File: src/rtl/pc_sequencer.sv
// Program-counter sequencer: generates fetch addresses and drives the 16-entry
// return-address stack for CALL/RETURN/GOTO/skip/interrupt control flow.
module pc_sequencer #(
  parameter int unsigned   PC_W      = 11,
  parameter logic [PC_W-1:0] RESET_VEC = PC_W'(0),
  parameter logic [PC_W-1:0] INT_VEC   = PC_W'(4),
  parameter int unsigned   DEPTH     = 16
) (
  input  logic            clk,
  input  logic            rst,
  input  logic            stall,
  input  logic            op_goto,
  input  logic            op_call,
  input  logic            op_ret,
  input  logic            op_retfie,
  input  logic            op_skip,
  input  logic [PC_W-1:0] target,
  input  logic            irq,
  input  logic [PC_W-1:0] stack_out,
  output logic [PC_W-1:0] pc,
  output logic [PC_W-1:0] stack_in,
  output logic            push,
  output logic            pop,
  output logic            flush,
  output logic            gie,
  output logic [4:0]      stk_depth,
  output logic            stk_ovf,
  output logic            stk_unf
);

  localparam int unsigned DEPTH_W = 5;

  typedef enum logic {
    ST_RUN   = 1'b0,
    ST_FLUSH = 1'b1
  } state_e;

  state_e              state_q, state_d;
  logic [PC_W-1:0]     pc_q, pc_d;
  logic                gie_q, gie_d;
  logic [DEPTH_W-1:0]  depth_q, depth_d;
  logic                ovf_q, ovf_d;
  logic                unf_q, unf_d;
  logic                any_op;
  logic                push_int, pop_int;

  assign any_op = op_goto | op_call | op_ret | op_retfie | op_skip;

  // State register; reset overrides any event presented in the same cycle.
  always_ff @(posedge clk) begin
    if (rst) begin
      state_q <= ST_FLUSH;
      pc_q    <= RESET_VEC;
      gie_q   <= 1'b0;
      depth_q <= '0;
      ovf_q   <= 1'b0;
      unf_q   <= 1'b0;
    end else begin
      state_q <= state_d;
      pc_q    <= pc_d;
      gie_q   <= gie_d;
      depth_q <= depth_d;
      ovf_q   <= ovf_d;
      unf_q   <= unf_d;
    end
  end

  // Next-state, next-pc and stack strobe selection in strict priority order.
  always_comb begin
    state_d  = state_q;
    pc_d     = pc_q;
    gie_d    = gie_q;
    push_int = 1'b0;
    pop_int  = 1'b0;
    if (!stall) begin
      case (state_q)
        ST_FLUSH: begin
          pc_d    = pc_q + PC_W'(1);
          state_d = ST_RUN;
        end
        default: begin
          if (irq && gie_q && !any_op) begin
            push_int = 1'b1;
            pc_d     = INT_VEC;
            gie_d    = 1'b0;
            state_d  = ST_FLUSH;
          end else if (op_ret || op_retfie) begin
            pop_int = 1'b1;
            pc_d    = stack_out;
            if (op_retfie) gie_d = 1'b1;
            state_d = ST_FLUSH;
          end else if (op_call) begin
            push_int = 1'b1;
            pc_d     = target;
            state_d  = ST_FLUSH;
          end else if (op_goto) begin
            pc_d    = target;
            state_d = ST_FLUSH;
          end else if (op_skip) begin
            pc_d    = pc_q + PC_W'(1);
            state_d = ST_FLUSH;
          end else begin
            pc_d = pc_q + PC_W'(1);
          end
        end
      endcase
    end
  end

  // Depth tracking: saturate on push at full, floor on pop at empty, sticky flags.
  always_comb begin
    depth_d = depth_q;
    ovf_d   = ovf_q;
    unf_d   = unf_q;
    if (push_int) begin
      if (depth_q == DEPTH_W'(DEPTH)) ovf_d = 1'b1;
      else                            depth_d = depth_q + DEPTH_W'(1);
    end else if (pop_int) begin
      if (depth_q == '0) unf_d = 1'b1;
      else               depth_d = depth_q - DEPTH_W'(1);
    end
  end

  // Stack strobes are combinational so the stack updates on the same edge as pc.
  assign push      = push_int & ~rst;
  assign pop       = pop_int & ~rst;
  assign stack_in  = pc_q;
  assign pc        = pc_q;
  assign flush     = (state_q == ST_FLUSH);
  assign gie       = gie_q;
  assign stk_depth = depth_q;
  assign stk_ovf   = ovf_q;
  assign stk_unf   = unf_q;

endmodule

File: config.mk
export PLATFORM = sky130hd
export DESIGN_NAME = pc_sequencer
export DESIGN_NICKNAME = d
export VERILOG_FILES = /design/src/rtl/pc_sequencer.sv
export SDC_FILE = /design/constraint.sdc
export NUM_CORES = 1
export LEC_CHECK = 0
export ABC_AREA = 1
export ABC_CLOCK_PERIOD_IN_PS = 3100
export CAP_MARGIN = 20
export CORE_MARGIN = 2
export CORE_UTILIZATION = 44
export DETAILED_ROUTE_END_ITERATION = 6
export HOLD_SLACK_MARGIN = 0.1
export PLACE_DENSITY = 0.85
export SYNTH_ARGS = -nofsm -noshare
export SYNTH_HDL_FRONTEND = slang
export SYNTH_SLANG_ARGS = --single-unit
File: constraint.sdc
create_clock -name clk -period 3.1 [get_ports clk]
set_clock_uncertainty 0.15 [all_clocks]
set_input_delay 0.465 -clock clk [delete_from_list [all_inputs] [get_ports clk]]
set_output_delay 0.465 -clock clk [all_outputs]
set_load 0.02 [all_outputs]
==> results of run 1 <==
-- area by class of cell --
type	count	area (sq um)
fill	308	1182
multi-input combinational	177	974.7
timing repair buffer	67	663.1
sequential	20	400.4
inverter	27	101.3
tap	46	57.56
clock buffer	4	36.28
-- synthesized netlist by cell type (4+ instances only) --
cell      number
a21oi_1       27
a31oi_1        4
buf_4         11
clkbuf_1       5
dfxtp_1       20
ha_1           4
inv_1         24
nand2_1       42
nand3_1       15
nor2_1        23
nor2_2         4
nor3_1         4
o21ai_0       19
o21ai_1        5
xor2_1         6
-- layer usage --
layer | part of all wire | global-route usage | vias to the layer above
met5 | 0 | 0 | -
met4 | 0.022 | 0.1170 | 0
met3 | 0.080 | 0.04225 | 12
met2 | 0.47 | 0.3607 | 89
met1 | 0.43 | 0.2851 | 822
li1 | - | - | 898
-- stage by stage --
step,hold WS (ps),setup slack (ps),util,instance area [sq um]
global route,369.8,216.9,0.6538,2233
CTS,315.8,134.9,0.6531,2231
floorplan,370.3,739.8,-,1594
detailed placement,297.1,119.7,0.6425,2195
global placement,288.7,174.7,0.6425,2195
finish,311.8,421.7,0.6538,2233
-- where the power goes --
group	internal [W]	switching [W]
sequential	0.000274	0.0000278
clock	0.0000717	0.0000912
combinational	0.000126	0.000131
-- cells by family after synthesis --
logic type	after synthesis	share of synthesized area
AO/OA/AOI/OAI	62	0.2088
XOR/XNOR	7	0.03846
adder cells (fa/ha/maj)	5	0.04396
buffers and inverters	45	0.1374
flip-flops	20	0.2512
AND/OR/NAND/NOR	103	0.3202
-- state kept, by name, summed over array words and instances, names as in the netlist --
name	count
stk_ovf	1
gie	1
pc	11
flush	1
stk_unf	1
stk_depth	5
-- critical path, cell delays in order --
cell             delay [ps]
clkdlybuf4s50_1         500
nor2_4                  220
inv_2                   100
nor3_1                  140
clkdlybuf4s50_1         630
-- final timing paths --
kind,from,to,slack (ps),cells after the start
setup / recovery,stall,pop,420,5
hold / removal,stk_ovf$_SDFFE_PP0P_,stk_ovf$_SDFFE_PP0P_,310,2
setup reg to reg,flush$_SDFFE_PP1N_,stk_depth[4]$_SDFFE_PP0P_,660,13
hold reg to reg,stk_ovf$_SDFFE_PP0P_,stk_ovf$_SDFFE_PP0P_,310,2
-- timing repair --
item	in CTS	in global routing
hold endpoints to repair	0	0
endpoints found under the setup margin	0	1
resized for setup	0	1
==> summary.md, run 1 <==
| Metric | Value |
|---|---|
| Post-route ant nets | `0` |
| Final setup vio count | `0` |
| CTS Buffer Depth | `2` |
| Syn_area_per_cell | `between 6 and 7 sq um` |
| Hold buffer count at CTS | `0` |
| First-pass GRT wire length | `around 7500 microns` |
| Post-synth EDFFs | `0` |
| Pin count of the biggest net entering global routing | `20` |
| Dpl cells | `about 340` |
| Die Area | `roughly 4000 sq um` |
| Area Growth Syn to Fin | `40.11%` |
| Share of the synthesized area in the top cell type | `0.2512` |
| Synth cell types | `32` |
| Ant diodes | `0` |
| DR iter-0 viols | `141` |
| Chip Width | `around 64 microns` |
| WS Path Type | `input pin to primary output` |
| Seq/Total Area, Yosys | `0.2512` |
| Vias | `between 1500 and 2000` |
| Leak pwr | `between 0.9 and 1 nW` |
| Initial Util | `0.4667` |
| PwrDens | `between 300 and 400 nW/um^2` |
| Clk root buf | `clkbuf_4` |
| WP data required | `roughly 2500 ps` |
| Final Non-Filler Cells | `341` |
| Via density per instance | `5.340` |
| Final TNS setup | `0 ps` |
| Crit. End Element | `primary output` |
| Num CTS Buffers | `3` |
| Initial antenna violation count | `0` |
| Worst-margin pin slew | `501.9 ps` |
| RSZ-0062 raised after global routing | `no` |
| Startpoint Class | `input pin` |
| Outcome | `completed` |
| Synth Warn # | `0` |
| Final nets | `around 330` |
| Ys flop type | `dfxtp_1` |
| Synth area leaders | `dfxtp_1 25%, nand2_1 9.9%, a21oi_1 8.5%` |
| Hold Fails Final Rpt | `0` |
| Std cell rows | `21` |
| Arrival time worst endpoint | `approximately 2100 ps` |
| Critical path fanouts, max | `5` |
| CTS tree | `built` |
| Synth area leader | `dfxtp_1` |
| Most common cell after layout, fill and taps aside | `clkdlybuf4s50_1` |
| Min cycle time layout | `2678 ps` |
| Number of remaining DRC errors | `0` |
| Worst-Skew Late Latency | `~310 ps` |
| Core Area | `3416 sq um` |
| Period utilisation layout | `0.8640` |
| WL final | `4424 microns` |
| DR pass1 iterations | `4` |
| Normalized max-slew margin | `0.6650` |
| Dpl hpwl | `around 3300 microns` |
| Achievable Freq | `~0.37 GHz` |
| Htree depth | `1` |
| IO Count | `64` |
| FFs w/ async S/R, synth | `0` |
| Final total power | `a little over 0.0007 W` |
| Syn Inst Count | `~240` |
| Post CTS Setup Buffer Count | `0` |
| Peak supply drop | `about 0.22 mV` |
| Layout cells sized above 1 | `0.09153` |
| GP Congestion | `between 0.8 and 0.9` |
| PortBufs | `63` |
| Clock transition at path regs | `between 100 and 150 ps` |
| Total Routing Usage GR | `0.2247` |
| Grt total ovfl | `0` |
| Max-slew violation count | `0` |
| CTS Sinks | `20` |
| Hold Path Class | `flip-flop to flip-flop` |
| Routed wire per std cell | `~13 microns` |
| Commonest cells after routing, fill and taps aside | `62 x clkdlybuf4s50_1, 42 x nand2_1, 27 x a21oi_1, 24 x inv_1, 23 x nor2_1` |
| Maxcap violations | `0` |
| Die height | `around 64 microns` |
| Post-synthesis cell area | `1594 sq um` |
| Vias in the first global route | `roughly 1700` |
| Syn Nets | `approximately 280` |
| Yosys reg bits | `20` |
No activity file was read; power rests on OpenSTA's default activity.
==> inputs of run 2 (changes only) <==
- CORE_UTILIZATION: 44 -> 40
- CTS_CLUSTER_SIZE: not set -> 25
- PLACE_DENSITY: 0.85 -> 0.79
==> run 2 against run 1 <==
Compared with the run above:
- critical path type is now input pin to flip-flop
- fmax is 2.0% lower
- sequential power barely moved
- worst setup slack got worse by 55 ps
- wire length unchanged
- total power is 6.5% higher
- utilization decreased by 5.2 points
- die area rose by 9.4%
- final area rose by 0.95%
- hold slack barely moved
- global-route usage fell by 2.3 points
- sequential share of layout area fell by 0.17 points
- combinational power about the same
==> summary.md, run 2 (synthesis results as in run 1) <==
| Metric | Value |
|---|---|
| Outcome | `completed` |
| Normalized max-slew margin | `0.6809 (+0.01584)` |
| Post CTS Setup Buffer Count | `0 (unchanged)` |
| First-pass GRT wire length | `7100 microns (-5.5%)` |
| Initial Util | `0.4258 (-0.04086)` |
| Peak supply drop | `0.2397 mV (+9.7%)` |
| Pint | `0.0005127 W (+8.8%)` |
| Die Area | `4506 sq um (+9.4%)` |
| Final setup vio count | `0 (unchanged)` |
| Crit. End Element | `flip-flop` |
| Area Growth Syn to Fin | `41.44%` |
| PwrDens | `340.7 nW/um^2 (+5.5%)` |
| Design area | `2255 sq um (+0.95%)` |
| Routed wire per std cell | `12.90 microns (-0.58%)` |
| PortBufs | `63 (unchanged)` |
| Share of power burned in registers | `0.392 (-0.026)` |
| Layout cells sized above 1 | `0.09153 (unchanged)` |
| Achievable Freq | `0.3658 GHz (-2.0%)` |
| Net Sw Power | `0.0002554 W (+2.1%)` |
| RSZ-0062 raised after global routing | `no` |
| Startpoint Class | `input pin` |
| Clock network power share | `0.274 (+0.048)` |
| Post-DP Area | `2197 sq um (+0.11%)` |
| Final TNS setup | `0 ps (unchanged)` |
| CTS Sinks | `20 (unchanged)` |
| IO Count | `64 (unchanged)` |
| Clk root buf | `clkbuf_8` |
| Number of remaining DRC errors | `0 (unchanged)` |
| DR pass1 iterations | `7 (+3)` |
| Commonest cells after routing, fill and taps aside | `62 x clkdlybuf4s50_1, 42 x nand2_1, 27 x a21oi_1, 24 x inv_1, 23 x nor2_1` |
| Post-route ant nets | `0 (unchanged)` |
| Most common cell after layout, fill and taps aside | `clkdlybuf4s50_1` |
| Arrival time worst endpoint | `2750 ps (+690 ps)` |
| Switching Fraction | `0.3325 (-0.01414)` |
| Min cycle time layout | `2734 ps (+55.44 ps)` |
| CTS tree | `built` |
| Register area | `400.4 sq um (unchanged)` |
| DR iter-0 viols | `136 (-3.5%)` |
| Total Routing Usage GR | `0.2013 (-0.02339)` |
| Leak pwr | `0.9240 nW (+0.85%)` |
| Chip Width | `67.13 microns (+4.6%)` |
| CTS Buffer Depth | `2 (unchanged)` |
| Htree depth | `1 (unchanged)` |
| Clock transition at path regs | `80 ps (-40 ps)` |
| Die height | `67.13 microns (+4.6%)` |
| Ant diodes | `0 (unchanged)` |
| Via density per instance | `5.128 (-4.0%)` |
| Area occupied by multi-input gates | `974.7 sq um (unchanged)` |
| Critical path fanouts, max | `5 (unchanged)` |
| Worst-Skew Late Latency | `260 ps (-50 ps)` |
| Max-slew violation count | `0 (unchanged)` |
| Hold Fails Final Rpt | `0 (unchanged)` |
| Hold Path Class | `flip-flop to flip-flop` |
| Pin count of the biggest net entering global routing | `20 (unchanged)` |
| Fill cells | `371 (+20%)` |
| Period utilisation layout | `0.8818 (+0.01788)` |
| GP Congestion | `0.9060 (+2.7%)` |
| Grt total ovfl | `0 (unchanged)` |
| Std cell rows | `22 (+4.8%)` |
| Vias | `1759 (-3.4%)` |
| WP data required | `3120 ps (+640 ps)` |
| Initial antenna violation count | `0 (unchanged)` |
| Maxcap violations | `0 (unchanged)` |
| Combinational Power Share | `0.335 (-0.021)` |
| WL final | `4424 microns (unchanged)` |
| Worst-margin pin slew | `478.2 ps (-23.73 ps)` |
| Final total power | `0.0007681 W (+6.5%)` |
| Vias in the first global route | `1572 (-6.9%)` |
| WS Path Type | `input pin to flip-flop` |
| Core Area | `3744 sq um (+9.6%)` |
| Num CTS Buffers | `3 (unchanged)` |
| Max reg flops | `11 (unchanged)` |
| Dpl hpwl | `3314 microns (-0.62%)` |
| Final nets | `332 (unchanged)` |
-- run 2: changes by cell type in the layout (fill, tap and decap cells not counted) --
| cell | delta |
|---|---|
| clkbuf_4 | -3 |
| clkbuf_8 | +3 |
-- run 2: path summary, 6_finish.rpt --
check	startpoint	endpoint	slack, ps	depth (start not counted)
setup / recovery	op_retfie	stk_depth[4]$_SDFFE_PP0P_	370	16
hold / removal	stk_ovf$_SDFFE_PP0P_	stk_ovf$_SDFFE_PP0P_	310	2
setup reg to reg	flush$_SDFFE_PP1N_	stk_depth[4]$_SDFFE_PP0P_	680	13
hold reg to reg	stk_ovf$_SDFFE_PP0P_	stk_ovf$_SDFFE_PP0P_	310	2
-- run 2: what timing repair did --
action | CTS | global route
hold buffers | 0 | 0
resized for setup | 0 | 1
setup endpoints to repair | 0 | 1
-- run 2: power by group through the flow --
stage          combinational, W  clock (W)  sequential, W
2_1_floorplan          0.000136          0       0.000319
3_3_place_gp           0.000254          0       0.000307
3_5_place_dp           0.000256          0       0.000307
4_1_cts                0.000258   0.000210       0.000301
5_1_grt                0.000281   0.000222       0.000304
6_report               0.000257   0.000210       0.000301
-- run 2: through the flow --
step	hold WS (ps)	instances	util	worst slack (ps)
after floorplan	370.3	242	-	739.8
after global placement	289.2	339	0.5869	169.4
after detailed placement	291.7	339	0.5869	89.38
after CTS	304.2	343	0.6016	107.9
after global routing	353.0	343	0.6023	148.8
final	311.4	343	0.6023	366.3
-- run 2: layer usage --
metal  GRT usage  vias up  wire, microns
met3     0.04392        2            342
met1      0.2482      794           1910
met5           0        -              0
met4     0.05867        0             19
met2      0.3490       67           2152
li1            -      896              -
-- run 2: final cells by class --
type                            count  area share
Clock buffer                        4     0.02442
Tap cell                           48     0.02664
Timing Repair Buffer               67      0.2941
Multi-Input combinational cell    177      0.4323
Inverter                           27     0.04495
Sequential cell                    20      0.1776
-- run 2: critical path, stage by stage --
cell	delay (ps)
clkdlybuf4s50_1	460
nor2_4	180
inv_2	70
nor2_4	150
nand3_4	110
nand2_4	90
inv_1	120
fa_1	410
a21oi_1	170
o21bai_1	100
nand3_1	90
nand2_1	60
nor2_2	100
nand2_1	60
nand2_1	70
nor2_2	30
==> inputs of run 3 (changes only) <==
- CORE_MARGIN: 2 -> 3
==> run 3 against run 2 <==
Compared with the run above:
- sequential power is essentially flat
- worst setup slack lost 180 ps
- final cell count stayed put
- clock-buffer cell count stayed put
- global-route usage is 1.6 points lower
- die area grew 6.0%
- final area shrank 0.11%
- fmax down 6.2%
- hold slack got worse by 7.5 ps
==> summary.md, run 3 (synthesis results as in run 1) <==
| Metric | Value |
|---|---|
| Outcome | `completed` |
| CTS Buffer Depth | `2 (unchanged)` |
| Post CTS Setup Buffer Count | `0 (unchanged)` |
| Die Area | `4778 sq um (+6.0%)` |
| Arrival time worst endpoint | `2300 ps (-450 ps)` |
| Achievable Freq | `0.3430 GHz (-6.2%)` |
| Hold WS | `303.9 ps (-7.457 ps)` |
| PwrDens | `341.2 nW/um^2 (+0.16%)` |
| Total Routing Usage GR | `0.1850 (-0.01630)` |
| DR iter-0 viols | `178 (+31%)` |
| Final nets | `332 (unchanged)` |
| Std cell rows | `22 (unchanged)` |
| Area Growth Syn to Fin | `41.29%` |
| First-pass GRT wire length | `7493 microns (+5.5%)` |
| Maxcap violations | `0 (unchanged)` |
| Startpoint Class | `input pin` |
| Routed wire per std cell | `12.65 microns (-1.9%)` |
| Hold Fails Final Rpt | `0 (unchanged)` |
| Min cycle time layout | `2915 ps (+181.5 ps)` |
| DR pass1 iterations | `4 (-3)` |
| Vias in the first global route | `1659 (+5.5%)` |
| Clk root buf | `clkbuf_8` |
| Vias | `1729 (-1.7%)` |
| CTS tree | `built` |
| Period utilisation layout | `0.9404 (+0.05856)` |
| Worst-margin pin slew | `469.3 ps (-8.862 ps)` |
| Ant diodes | `0 (unchanged)` |
| Max reg flops | `11 (unchanged)` |
| Layout cells sized above 1 | `0.09153 (unchanged)` |
| Pin count of the biggest net entering global routing | `20 (unchanged)` |
| Most common cell after layout, fill and taps aside | `clkdlybuf4s50_1` |
| Initial antenna violation count | `0 (unchanged)` |
| RSZ-0062 raised after global routing | `no` |
| Post-cts gate resize count | `0 (unchanged)` |
| Hold buffer count at CTS | `0 (unchanged)` |
| Normalized max-slew margin | `0.6868 (+0.005915)` |
| Crit. End Element | `primary output` |
| Worst-Skew Late Latency | `270 ps (about the same)` |
| Final TNS setup | `0 ps (unchanged)` |
| Leak pwr | `0.9054 nW (-2.0%)` |
| Critical path fanouts, max | `5 (unchanged)` |
| Commonest cells after routing, fill and taps aside | `63 x clkdlybuf4s50_1, 42 x nand2_1, 27 x a21oi_1, 24 x inv_1, 23 x nor2_1` |
| CTS Sinks | `20 (unchanged)` |
| Fill cells | `385 (+3.8%)` |
| Grt total ovfl | `0 (unchanged)` |
| Critical register-to-register path startpoint | `flush$_SDFFE_PP1N_` |
| Core Area | `3744 sq um (unchanged)` |
| Max-slew violation count | `0 (unchanged)` |
| Via density per instance | `5.041 (-1.7%)` |
| Hold Path Origin | `stk_ovf$_SDFFE_PP0P_` |
| Initial Util | `0.4258 (unchanged)` |
| Hold Path Class | `flip-flop to flip-flop` |
| IO Count | `64 (unchanged)` |
| WL final | `4340 microns (-1.9%)` |
| Die height | `69.13 microns (+3.0%)` |
| Num CTS Buffers | `3 (unchanged)` |
| Number of remaining DRC errors | `0 (unchanged)` |
| WS Path Type | `input pin to primary output` |
| CP Launch Point | `op_call` |
| PortBufs | `63 (unchanged)` |
| Post-route ant nets | `0 (unchanged)` |
| GP Congestion | `0.8839 (-2.4%)` |
| Peak supply drop | `0.2001 mV (-17%)` |
| WP data required | `2480 ps (-640 ps)` |
| Dpl hpwl | `3237 microns (-2.3%)` |
| Clock transition at path regs | `80 ps (about the same)` |
| Chip Width | `69.13 microns (+3.0%)` |
| Final setup vio count | `0 (unchanged)` |
| Htree depth | `1 (unchanged)` |
==> run 3: cell types whose count changed in the layout (fill, tap and decap cells not counted), sizes merged <==
cell / previous run / this run
dlymetal6s2s: 1 / 0
clkdlybuf4s50: 62 / 63
==> run 3: final cells by class <==
type,count,area [sq um],area share
sequential,20,400.4,0.1778
inverter,27,101.3,0.04500
tap,48,60.06,0.02667
multi-input combinational,177,974.7,0.4328
clock buffer,4,55.05,0.02444
timing repair buffer,67,660.6,0.2933
==> run 3: worst max-delay path: stages <==
cell             delay (ps)
clkdlybuf4s50_1         440
nor2_1                  130
nand2_1                 110
nor2_4                  140
nand3_4                 110
nand2_4                  90
inv_1                   100
nor2_1                  100
clkdlybuf4s50_1         610
==> run 3: worst paths after layout <==
kind | end | slack (ps) | depth (start not counted)
worst max-delay path | push | 180 | 9
worst min-delay path | stk_ovf$_SDFFE_PP0P_ | 300 | 2
worst max register to register | stk_depth[4]$_SDFFE_PP0P_ | 710 | 13
worst min register to register | stk_ovf$_SDFFE_PP0P_ | 300 | 2
==> run 3: power by group <==
group | leakage, nW | internal [W] | switching [W]
Clock | 0.0288 | 0.000113 | 0.0000978
Sequential | 0.164 | 0.000274 | 0.0000275
Combinational | 0.712 | 0.000126 | 0.000130
==> run 3: per-layer routing <==
metal	track usage	share of wire
met3	0.04665	0.070
met4	0.07158	0.011
met2	0.2945	0.45
met1	0.2385	0.47
met5	0	0
==> run 3: through the flow <==
step           instances  total power [W]    util  cell area, sq um  setup WS, ps
3_5_place_dp         339        0.0005624  0.5869              2197         135.3
3_3_place_gp         339        0.0005607  0.5869              2197         210.6
2_1_floorplan        242        0.0004552       -              1594         739.8
6_report             343        0.0007684  0.6016              2252         184.8
5_1_grt              343        0.0008086  0.6016              2252         51.60
4_1_cts              343        0.0007696  0.6016              2252         160.5
